### src/rtl/hms_clock_core.sv
// Time-of-day core: 1 s prescaler, BCD HH:MM:SS (24 h) counter with validated
// software writes, sticky alarm flag and registered seven-segment drive.
module hms_clock_core #(
  parameter int CLK_DIV = 50000000,
  parameter int DIV_W   = 26
) (
  input  logic        clk_clk,
  input  logic        reset_reset_n,
  input  logic        run,
  input  logic        time_wr,
  input  logic [23:0] time_wdata,
  input  logic        alarm_wr,
  input  logic [23:0] alarm_wdata,
  input  logic        alarm_en,
  input  logic        alarm_clr,
  output logic [23:0] time_bcd,
  output logic        sec_tick,
  output logic        wr_err,
  output logic        alarm_flag,
  output logic [6:0]  hex0,
  output logic [6:0]  hex1,
  output logic [6:0]  hex2,
  output logic [6:0]  hex3,
  output logic [6:0]  hex4,
  output logic [6:0]  hex5
);

  localparam logic [DIV_W-1:0] LAST = DIV_W'(CLK_DIV - 1);
  localparam logic [6:0]       SEG_ZERO = 7'b1000000;

  logic [DIV_W-1:0] presc;
  logic [23:0]      time_q;
  logic [23:0]      alarm_q;
  logic             tick;
  logic             time_ok;
  logic             alarm_ok;
  logic [23:0]      time_next;

  function automatic logic bcd_valid(input logic [23:0] t);
    logic [3:0] ht, ho, mt, mo, st, so;
    {ht, ho, mt, mo, st, so} = t;
    bcd_valid = (ho <= 4'd9) && (mo <= 4'd9) && (so <= 4'd9) &&
                (st <= 4'd5) && (mt <= 4'd5) && (ht <= 4'd2) &&
                !((ht == 4'd2) && (ho > 4'd3));
  endfunction

  // Ripple-carry through the digits; only called on states already known valid.
  function automatic logic [23:0] bcd_inc(input logic [23:0] t);
    logic [3:0] ht, ho, mt, mo, st, so;
    {ht, ho, mt, mo, st, so} = t;
    if (so != 4'd9) so = so + 4'd1;
    else begin
      so = 4'd0;
      if (st != 4'd5) st = st + 4'd1;
      else begin
        st = 4'd0;
        if (mo != 4'd9) mo = mo + 4'd1;
        else begin
          mo = 4'd0;
          if (mt != 4'd5) mt = mt + 4'd1;
          else begin
            mt = 4'd0;
            if (ht == 4'd2 && ho == 4'd3) begin
              ht = 4'd0;
              ho = 4'd0;
            end else if (ho == 4'd9) begin
              ho = 4'd0;
              ht = ht + 4'd1;
            end else ho = ho + 4'd1;
          end
        end
      end
    end
    bcd_inc = {ht, ho, mt, mo, st, so};
  endfunction

  function automatic logic [6:0] seg7(input logic [3:0] d);
    case (d)
      4'd0:    seg7 = 7'b1000000;
      4'd1:    seg7 = 7'b1111001;
      4'd2:    seg7 = 7'b0100100;
      4'd3:    seg7 = 7'b0110000;
      4'd4:    seg7 = 7'b0011001;
      4'd5:    seg7 = 7'b0010010;
      4'd6:    seg7 = 7'b0000010;
      4'd7:    seg7 = 7'b1111000;
      4'd8:    seg7 = 7'b0000000;
      4'd9:    seg7 = 7'b0010000;
      default: seg7 = 7'b1111111;
    endcase
  endfunction

  assign tick      = run && (presc == LAST);
  assign time_ok   = bcd_valid(time_wdata);
  assign alarm_ok  = bcd_valid(alarm_wdata);
  assign time_next = bcd_inc(time_q);
  assign time_bcd  = time_q;

  // NOTE: all state below is updated with non-blocking assignments so every
  // register samples the pre-edge values of its neighbours.
  always_ff @(posedge clk_clk) begin
    if (!reset_reset_n) begin
      presc      <= '0;
      time_q     <= '0;
      alarm_q    <= '0;
      sec_tick   <= 1'b0;
      wr_err     <= 1'b0;
      alarm_flag <= 1'b0;
      hex0       <= SEG_ZERO;
      hex1       <= SEG_ZERO;
      hex2       <= SEG_ZERO;
      hex3       <= SEG_ZERO;
      hex4       <= SEG_ZERO;
      hex5       <= SEG_ZERO;
    end else begin
      sec_tick <= 1'b0;
      // A valid software write pre-empts a coincident tick and restarts the second.
      if (time_wr && time_ok) begin
        time_q <= time_wdata;
        presc  <= '0;
      end else if (tick) begin
        time_q   <= time_next;
        presc    <= '0;
        sec_tick <= 1'b1;
      end else if (run) begin
        presc <= presc + 1'b1;
      end

      if (alarm_wr && alarm_ok) alarm_q <= alarm_wdata;

      if (time_wr || alarm_wr)
        wr_err <= (time_wr && !time_ok) || (alarm_wr && !alarm_ok);

      if (tick && !(time_wr && time_ok) && alarm_en && (time_next == alarm_q))
        alarm_flag <= 1'b1;
      else if (alarm_clr)
        alarm_flag <= 1'b0;

      hex0 <= seg7(time_q[3:0]);
      hex1 <= seg7(time_q[7:4]);
      hex2 <= seg7(time_q[11:8]);
      hex3 <= seg7(time_q[15:12]);
      hex4 <= seg7(time_q[19:16]);
      hex5 <= seg7(time_q[23:20]);
    end
  end

endmodule

### config.mk
export PLATFORM = sky130hd
export DESIGN_NAME = hms_clock_core
export DESIGN_NICKNAME = d
export VERILOG_FILES = /design/src/rtl/hms_clock_core.sv
export SDC_FILE = /design/constraint.sdc
export NUM_CORES = 1
export LEC_CHECK = 0
export CORE_UTILIZATION = 55
export DETAILED_ROUTE_END_ITERATION = 16
export PLACE_DENSITY = 0.93
export SYNTH_ARGS = -nofsm -noshare
export SYNTH_HDL_FRONTEND = slang
export SYNTH_SLANG_ARGS = --single-unit
### constraint.sdc
create_clock -name clk_clk -period 6.3 [get_ports clk_clk]
set_input_delay 1.26 -clock clk_clk [delete_from_list [all_inputs] [get_ports clk_clk]]
set_output_delay 1.26 -clock clk_clk [all_outputs]
set_load 0.05 [all_outputs]
# Word-level counts from Yosys, hierarchy flattened
# Memories as Yosys holds them, arrays and structs flattened. A register that Yosys moved wholly into a read port is not among the register bits.
# Index checks and enable logic that the tools add are counted.
[totals]
output_inout_bits = 69
regBits = 77
ram_bits = 0
word_cells = 112
in_bits = 55
latch_bits = 0
romBits = 672
n_memories = 6
[memory_table]
columns = ["memory", "depth", "width", "read_ports", "rd_ports_with_merged_regs", "write_ports", "line_no", "rtl"]
rows = [
  ["(no name shown)", 16, 7, 1, 1, 0, "78", "case (d)"],
  ["(no name shown)", 16, 7, 1, 1, 0, "78", ""],
  ["(no name shown)", 16, 7, 1, 1, 0, "78", ""],
  ["(no name shown)", 16, 7, 1, 1, 0, "78", ""],
  ["(no name shown)", 16, 7, 1, 1, 0, "78", ""],
  ["(no name shown)", 16, 7, 1, 1, 0, "78", ""],
]
[classes]
n_bitwise = 1
shift = 0
n_div = 0
mul = 0
add_sub_neg = 7
order_cmp = 14
n_reduce_logical = 40
eq_ne = 11
muxes = 27
[ops]
columns = ["operator", "n"]
rows = [
  ["4-bit 2-to-1 mux", 22],
  ["24-bit 2-to-1 mux", 2],
  ["26-bit by 1-bit adder with 26-bit output, second input constant", 1],
  ["26-bit equality test, second input constant", 1],
  ["4-bit by 1-bit adder with 4-bit output, second input constant", 6],
  ["24-bit equality test", 1],
  ["4-bit less-or-equal comparator, second input constant", 6],
  ["1-bit logical AND", 23],
  ["4-bit by 2-bit equality test with 1-bit output, second input constant", 4],
  ["4-bit by 3-bit less-or-equal comparator with 1-bit output, second input constant", 4],
  ["1-bit zero test", 11],
  ["4-bit by 2-bit > comparator with 1-bit output, second input constant", 2],
  ["4-bit by 2-bit less-or-equal comparator with 1-bit output, second input constant", 2],
  ["4-bit by 3-bit != test with 1-bit output, second input constant", 2],
  ["4-bit != test, second input constant", 2],
  ["4-bit equality test, second input constant", 1],
  ["2-bit nonzero test", 2],
  ["1-bit 2-to-1 mux", 3],
  ["3-bit OR reduction", 1],
  ["1-bit logical OR", 2],
  ["2-bit OR reduction", 1],
  ["1-bit NOT", 1],
]

# Longest topological paths before layout
# Gate-level depths: netlist (run 1).
[logic_depth]
ltp_word = 13
depth_mapped = 12
mapped_depth_nobuf = 10

# Worst setup path after synthesis (run 1)
# No wires, ideal clock.
[synth_path]
path_type = "input port to flip-flop"
from = "input run"
to = "register time_q[17] (netlist: time_bcd[17])"
t_required_ns = 6.172
n_path_buf = 1
cell_stages = 9
setup_slack_ns = 3.258
setup_ns = 0.128
t_arrival_ns = 2.914
cell_sequence = "and3_1 > nand4_4 > or4_1 > buf_2 > nor2_4 > nor2_1 > a311o_1 > o21ai_1 > nor2_1"
[synth_between]
elab_chain_len = 2
[synth_lines]
columns = ["element", "line_no", "rtl"]
rows = [
  ["start, declared", "9", "input logic run,"],
  ["1-bit logical AND", "93", "assign tick = run && (presc == LAST);"],
  ["2-bit nonzero test (no source line)", "n/a", ""],
  ["end signal, assigned", "119", "time_q <= time_wdata;"],
  ["end signal, assigned", "122", "time_q <= time_next;"],
  ["end, declared", "32", "logic [23:0] time_q;"],
]
# No other way between the ends.
# A chain may end at the register's enable or synchronous reset.

# Final worst setup path (run 1)
[layout_path]
from = "input time_wdata[15]"
to = "register presc[16]"
[layout_between]
elab_chain_len = 6
[layout_lines]
columns = ["element", "line_no", "rtl"]
rows = [
  ["start, declared", "11", "input logic [23:0] time_wdata,"],
  ["4-bit by 3-bit less-or-equal comparator with 1-bit output", "43", "(st <= 4'd5) && (mt <= 4'd5) && (ht <= 4'd2) &&"],
  ["1-bit logical AND (3 in a row)", "43", ""],
  ["1-bit logical AND", "118", "if (time_wr && time_ok) begin"],
  ["3-bit OR reduction (no source line)", "n/a", ""],
  ["end signal, assigned", "126", "presc <= presc + 1'b1;"],
  ["end, declared", "31", "logic [DIV_W-1:0] presc;"],
]
# No other way between the ends.

==> out/summary.md, run 1 <==
The flow ran to the end, and the final reports show no timing, DRC or antenna violations. The total number of vias was 6264. Summed over all layers, the routed wires come to 18.0 mm. The vertical die dimension was 110 um; the detail-routed net length per standard cell was 17.4 um. Clock-pin slew was measured on the worst setup and hold paths at 0.06 ns. CTS placed an instance of sky130_fd_sc_hd__clkbuf_16 at the clock tree root. Each instance of the synthesized netlist takes up on average 8.30 um2.

The maximum fanout along the worst path is 39, and the yosys synthesis warning count is 0. The final weighted congestion in routability-driven placement was 0.945. The post-detailed-route via-to-cell ratio is 6.06. The count of unresolved DRC violations after routing was 0.

Once the clock tree was built, the resizer swapped 0 gates to a different size. Of the synthesized area, sequential elements account for 37.1%. The run gives 60 as the number of library cell types mapped by synthesis. The via count of the first global-routing pass was 5635; the critical path required time was 6.57 ns.

The run gives 0.000148 V as the worst ir drop on vdd. Total power for the finished layout comes to 1800 uW. Commonest register cell after synthesis: sky130_fd_sc_hd__dfxtp_1. The number of nets in the final layout is 963, and the width of the die is 110 um.

After routing the design area is 8260 um2. The switching fraction of total power was 23.2%; the number of flip-flops under the largest register name was 26. The register containing the most flip-flops in the final layout is presc.

After global routing the overflow that remains totals 0. Synthesis inferred 119 register bits. The number of diodes added for antenna fixing is 0.

For this design the ratio of total power to cell area is 217 nW/um2. In this run the tool buffered the top-level ports with 123 buffer cells. The clock network is responsible for 53.2% of the overall power. Compared with the post-synthesis result, the final layout area differs by 28.8%. The number of placement rows was 39; the aggregate negative setup slack was 0 ns. The kind of start point of the critical path was an input port. Max-capacitance violation count: 0. Final period utilization: 60.0%. Synthesis produced a netlist whose cell count is 773. The switching power of the nets was 416 uW; the number of buffers created by CTS was 17. The worst setup path is of the in -> reg kind. The maximum clock frequency is 265 MHz. The number of nets in the synthesized netlist is 859.

The tools report the number of max-slew violations in the final report as 0. In this run the static leakage power is 0.00296 uW. The number of hold violations in the final report was 0. The internal portion of the total power is 1380 uW. The total track usage is 30.4%. The worst path needs 3.78 ns of the cycle, external delays included. The H-tree was split into 4 levels. The clock drives 119 sinks. In this run, flip-flops and latches consume 42.3% of the power. Setup violations remaining at the end of the flow were counted as 0. Leaving out fill and tap cells, the most frequent cell in the layout is sky130_fd_sc_hd__nor2_1.

For the pin with the worst max-slew slack, the measured transition is 1.11 ns. Sorting the synthesized cells by area gives the leading types as sky130_fd_sc_hd__dfxtp_1, sky130_fd_sc_hd__nor2_1, sky130_fd_sc_hd__ha_1. The cell type with the largest total area after synthesis was sky130_fd_sc_hd__dfxtp_1. The final worst clock skew was 0.00707 ns; the number of detailed-routing iterations run before antenna repair was 5. Entering global routing, the biggest net connects 64 pins.

The final HPWL from detailed placement was 12.1 mm; the effective utilization at floorplan was 56.2%. The longest clock path from root to sink contains 2 buffers. The first-pass GRT wire length was 28.2 mm; the placement-stage cell area was 7680 um2. Setup repair after global routing left no endpoint under its margin. Final hold analysis gives a worst-case slack of 0.489 ns. For this run, the share of the core covered by cells in the final layout is 72.4%. Clock latency on the worst-skew pair, taken at its later pin, is 0.42 ns. The top cell types in the final layout, fill and taps aside, are sky130_fd_sc_hd__nor2_1, sky130_fd_sc_hd__clkdlybuf4s50_1, sky130_fd_sc_hd__dfxtp_1.

In this run the standard cell core region covers 11400 um2. The critical path capture point type is a flip-flop. The top cell type's share of synthesized area works out to 37.1%.

The die covers 12100 um2. The share of flip-flops with an asynchronous set or reset after synthesis works out to 0%. Yosys mapped a number of flops with a built-in enable equal to 0. After synthesis the cells add up to 6420 um2. Hold repair after CTS inserted 0 buffers. Once the clock tree was built, the setup fixing pass inserted 0 buffers. Normalized max-slew margin: 26.1%.

Proportion of layout cells with a drive suffix above 1: 5.84%. TritonCTS built the clock tree. Per report_power, the combinational group accounts for 4.5% of the total.

At the worst endpoint, the arrival time is 4.04 ns. Once detail routing completed, the nets flagged for antenna violations numbered 0. The path class of the tightest hold or removal check is reg -> reg. For this design the top-level I/O count stands at 124. For this block, the initial DRC count from the detailed router was 624. The number of antenna violations at the first check in global routing was 0. The run gives 807 as the number of fill cells.
[critical path, stage by stage]
cell and delay (ns):
sky130_fd_sc_hd__clkdlybuf4s50_1 0.41, sky130_fd_sc_hd__nor4_1 0.66, sky130_fd_sc_hd__nand3_1 0.19, sky130_fd_sc_hd__nor2_1 0.21, sky130_fd_sc_hd__nand2_1 0.09, sky130_fd_sc_hd__buf_4 0.27
sky130_fd_sc_hd__nand3_1 0.82, sky130_fd_sc_hd__nor2_1 0.13
[layer usage]
layer / track usage (%) / vias to the layer above / routed length (um)
met2: 49.3 / 396 / 8250
met4: 11.6 / 0 / 441
met5: 0 / - / 0
li1: - / 2938 / -
met3: 5.64 / 53 / 1760
met1: 40.0 / 2877 / 7520
[cells in the mapped netlist (5+ instances only)]
cell type / count
sky130_fd_sc_hd__a31oi_1: 7
sky130_fd_sc_hd__xor2_1: 26
sky130_fd_sc_hd__o211ai_1: 6
sky130_fd_sc_hd__nand2b_1: 7
sky130_fd_sc_hd__nor2_1: 126
sky130_fd_sc_hd__nand3_1: 24
sky130_fd_sc_hd__nand2_1: 64
sky130_fd_sc_hd__nand4_1: 13
sky130_fd_sc_hd__o21ai_0: 46
sky130_fd_sc_hd__a22oi_1: 5
sky130_fd_sc_hd__a211oi_1: 7
sky130_fd_sc_hd__clkbuf_1: 29
sky130_fd_sc_hd__inv_1: 23
sky130_fd_sc_hd__and3b_1: 5
sky130_fd_sc_hd__mux2i_1: 32
sky130_fd_sc_hd__nand3b_1: 10
sky130_fd_sc_hd__nor3_1: 8
sky130_fd_sc_hd__ha_1: 31
sky130_fd_sc_hd__dfxtp_1: 119
sky130_fd_sc_hd__a311oi_1: 13
sky130_fd_sc_hd__nor3b_1: 9
sky130_fd_sc_hd__xnor2_1: 27
sky130_fd_sc_hd__a21oi_1: 48
sky130_fd_sc_hd__and4_1: 5
sky130_fd_sc_hd__nor4_1: 9
sky130_fd_sc_hd__and3_1: 7
sky130_fd_sc_hd__buf_2: 8
[power groups by stage]
stage / clock network [uW] / registers, uW / logic, uW
after floorplan: 0 / 780 / 23.6
after global placement: 0 / 776 / 78.2
after detailed placement: 0 / 776 / 79.5
after CTS: 955 / 760 / 80.7
after global routing: 989 / 760 / 86.0
final: 955 / 760 / 81.3
[stage by stage]
step | cells | worst slack [ns]
6_report | 1033 | 2.52
2_1_floorplan | 773 | 3.26
5_1_grt | 1033 | 2.27
4_1_cts | 1033 | 2.59
3_5_place_dp | 1001 | 2.33
3_3_place_gp | 1001 | 2.42
[path summary, 6_finish.rpt]
kind | from | end | slack (ns) | cells past startpoint
worst max register to register | time_bcd[1] | time_bcd[19] | 2.79 | 9
worst min register to register | alarm_q[22] | alarm_q[22] | 0.49 | 1
worst max-delay path | time_wdata[15] | presc[16] | 2.52 | 8
worst min-delay path | alarm_q[22] | alarm_q[22] | 0.49 | 1
[layout make-up]
type	instances	area (um2)	share of cell area, %
inverter	24	90.1	1.09
sequential	119	2380	28.8
timing repair buffer	127	1260	15.3
tap	143	179	2.17
multi-input combinational	588	3770	45.6
clock inverter	15	154	1.86
clock buffer	17	425	5.15
[cell families after synthesis]
group                      count (synthesis)  share of synthesized area (%)
and+or+nand+nor                          311                           24.4
AOI/OAI and AO/OA                        160                           15.8
adders and majority gates                 31                           6.04
DFF                                      119                           37.1
xor gates and xnor gates                  53                           7.23
buffers and inverters                     66                           4.31
muxes                                     33                           5.17
Note: power is estimated with default switching activity, not from simulation.
==> inputs of run 2 (changes only) <==
CORE_UTILIZATION = 47   (was 55)
PLACE_DENSITY = 0.85   (was 0.93)
clock period = 3.3 ns   (was 6.3 ns; I/O delays follow)
==> out/summary.md, run 2 (synthesis results as in run 1) <==
The number of placement rows is 42 (+7.7%). The total track usage was 25.3% (-5.1 points); the max-capacitance violation count was 0 (unchanged). The number of detailed-routing iterations run before antenna repair came out at 6 (+1).

The number of diodes added for antenna fixing was 0 (unchanged). The tightest min-delay check is of the reg -> reg type. The proportion of layout cells with a drive suffix above 1 came out at 7.79% (+1.9 points). The top cell types in the final layout, fill and taps aside, are sky130_fd_sc_hd__nor2_1, sky130_fd_sc_hd__clkdlybuf4s50_1, sky130_fd_sc_hd__dfxtp_1.

The maximum fanout along the worst path works out to 9 (-77%). The final worst clock skew came out at 0.0124 ns (+0.00532 ns). The switching fraction of total power was 21.1% (-2.0 points). The maximum clock insertion buffer count was 2 (unchanged).

The count of input and output buffers was 123 (unchanged); the number of buffers created by CTS was 17 (unchanged). The combinational group share of total power was 4.9% (+0.4 points); the detail-routed net length per standard cell was 15.9 um (-8.6%). Timing would allow up to 342 MHz. The clock latency at the later pin of the worst-skew pair is 0.42 ns (about the same). The tools report the area taken by flip-flops and latches as 2380 um2 (unchanged).

The run gives 17.3 mm (-3.7%) as the total wire length after detailed routing. Setup repair after global routing left no endpoint under its margin. Worst ir drop on vdd: 0.000312 V (+110%).

Final period utilization: 88.5%. Normalized max-slew margin: 60.5% (+34 points). Leaving out fill and tap cells, the most frequent cell in the layout is sky130_fd_sc_hd__nor2_1. The tools report the hold buffer count at cts as 0 (unchanged). For the signal arrival time at the worst endpoint, the log shows 3.27 ns (-0.77 ns). The logs give 44.4% (+2.1 points) for the part of the total power dissipated in sequential elements and 0 (unchanged) for the count of buffers added by post-CTS timing repair for setup. The power per unit of standard cell area was 386 nW/um2 (+78%). The logs give 6180 (-1.3%) for the total number of vias and 3.65 ns (-2.92 ns) for the critical path required time.

The critical path in this run is classified as reg -> reg. For the count of clock tree sinks, the log shows 119 (unchanged). The run gives 0 (unchanged) as the total global routing overflow. The logs give 0 (unchanged) for the number of max-slew violations in the final report and 0 (unchanged) for the post-cts resize count. Cell-internal power: 2570 uW (+87%). The worst flop-to-flop path startpoint was time_bcd[0]. The number of violations reported at the end of detailed-routing iteration 0 is 634 (+1.6%), and the relative contribution of the clock network to total power is 50.6% (-2.6 points).

The actual transition at the worst max-transition pin is 0.591 ns (-0.515 ns). The signed area change from the synthesized netlist to the final layout was 31.8%. The worst setup path is captured at a flip-flop. The register containing the most flip-flops in the final layout was presc.

The width of the die was 119 um (+8.0%). The startpoint identified for the worst hold timing path is alarm_q[7]. The final HPWL from detailed placement is 12.7 mm (+4.8%), and the core outline area is 13300 um2 (+16%). The H-tree depth was 4 (unchanged).

The number of nets in the final layout was 990 (+2.8%). STA classifies the critical path startpoint as a flip-flop. The logs give 124 (unchanged) for the I/O pin count and 0 (unchanged) for the number of setup violations in the final report.

The number of hold violations in the final report was 0 (unchanged). The flow ran to the end, and the final reports show no timing, DRC or antenna violations. The run gives 48.3% (-7.9 points) as the effective utilization at floorplan. The area occupied by multi-input gates is 3770 um2 (unchanged). The via count of the first global-routing pass is 5622 (-0.23%), and the static leakage power is 0.00307 uW (+3.7%). Final weighted congestion in routability-driven placement: 0.922 (-2.4%). The post-detailed-route via-to-cell ratio works out to 5.68 (-6.3%).

The final critical path time including I/O delays and setup was 2.92 ns. The count of unresolved DRC violations after routing is 0 (unchanged). CTS placed an instance of sky130_fd_sc_hd__clkbuf_16 at the clock tree root.

The tools report the aggregate negative setup slack as 0 ns (unchanged). Number of flip-flops under the largest register name: 26 (unchanged). The number of antenna violations at the first check in global routing came out at 0 (unchanged).

The clock transition at the registers of the reported paths is 0.05 ns (about the same), and the number of fill cells is 1103 (+37%). The switching power of the nets is 690 uW (+66%), and the vertical die dimension is 119 um (+8.0%). The tools report the start point of the critical path as time_bcd[0]. The maximum number of pins on one net before global-route repair was 40 (-38%); the final hold slack was 0.487 ns (-0.00177 ns).

TritonCTS built the clock tree. For the post-route antenna net violation count, the log shows 0 (unchanged). The floorplan die area came out at 14100 um2 (+17%). The tools report the first-pass GRT wire length as 28.1 mm (-0.39%).
==> run 2: cell count changes in the layout (fill, tap and decap cells not counted), sizes merged <==
| cell | delta |
|---|---|
| clkinv | -6 |
| inv | -3 |
| buf | +27 |
| bufinv | -1 |
| clkbuf | +5 |
==> run 2: final timing paths <==
path	endpoint	slack (ns)	cells past startpoint
max	alarm_flag	0.38	9
min	alarm_q[7]	0.49	1
max reg2reg	alarm_flag	0.38	9
min reg2reg	alarm_q[7]	0.49	1
==> run 2: power by group through the flow <==
| stage | Clock [uW] | Combinational, uW | Sequential, uW |
|---|---|---|---|
| 3_5_place_dp | 0 | 160 | 1480 |
| 4_1_cts | 1680 | 160 | 1450 |
| 3_3_place_gp | 0 | 158 | 1480 |
| 2_1_floorplan | 0 | 45.0 | 1490 |
| 6_report | 1650 | 161 | 1450 |
| 5_1_grt | 1750 | 170 | 1450 |
==> run 2: through the flow <==
stage / worst slack, ns / total power, uW / utilization (%) / cells / area, um2
CTS: 0.416 / 3290 / 63.6 / 1088 / 8460
finish: 0.380 / 3260 / 63.6 / 1088 / 8460
detailed placement: 0.274 / 1640 / 59.7 / 1061 / 7940
global route: 0.181 / 3370 / 63.6 / 1088 / 8460
floorplan: 0.474 / 1530 / - / 773 / 6420
global placement: 0.301 / 1640 / 59.7 / 1061 / 7940
==> run 2: critical path: stages (launching register included) <==
cell	delay, ns
sky130_fd_sc_hd__dfxtp_1	0.50
sky130_fd_sc_hd__ha_1	0.31
sky130_fd_sc_hd__and3b_1	0.45
sky130_fd_sc_hd__nand3_4	0.17
sky130_fd_sc_hd__nor4_4	0.42
sky130_fd_sc_hd__xnor2_1	0.13
sky130_fd_sc_hd__a2111oi_2	0.38
sky130_fd_sc_hd__and4_1	0.23
sky130_fd_sc_hd__nand4_1	0.12
sky130_fd_sc_hd__o21ai_1	0.14
==> run 2: layout make-up <==
| cell class | count | area share [%] |
|---|---|---|
| Clock buffer | 22 | 5.49 |
| Clock inverter | 5 | 0.621 |
| Inverter | 24 | 1.07 |
| Multi-Input combinational cell | 588 | 44.6 |
| Sequential cell | 119 | 28.2 |
| Tap cell | 176 | 2.60 |
| Timing Repair Buffer | 154 | 17.5 |
==> run 2: routing by layer <==
metal | global-route usage, % | share of wire, % | vias up
li1 | - | - | 2989
met1 | 34.2 | 44 | 2846
met2 | 38.5 | 45 | 308
met3 | 6.94 | 9.3 | 37
met4 | 9.10 | 1.8 | 0
met5 | 0 | 0 | -
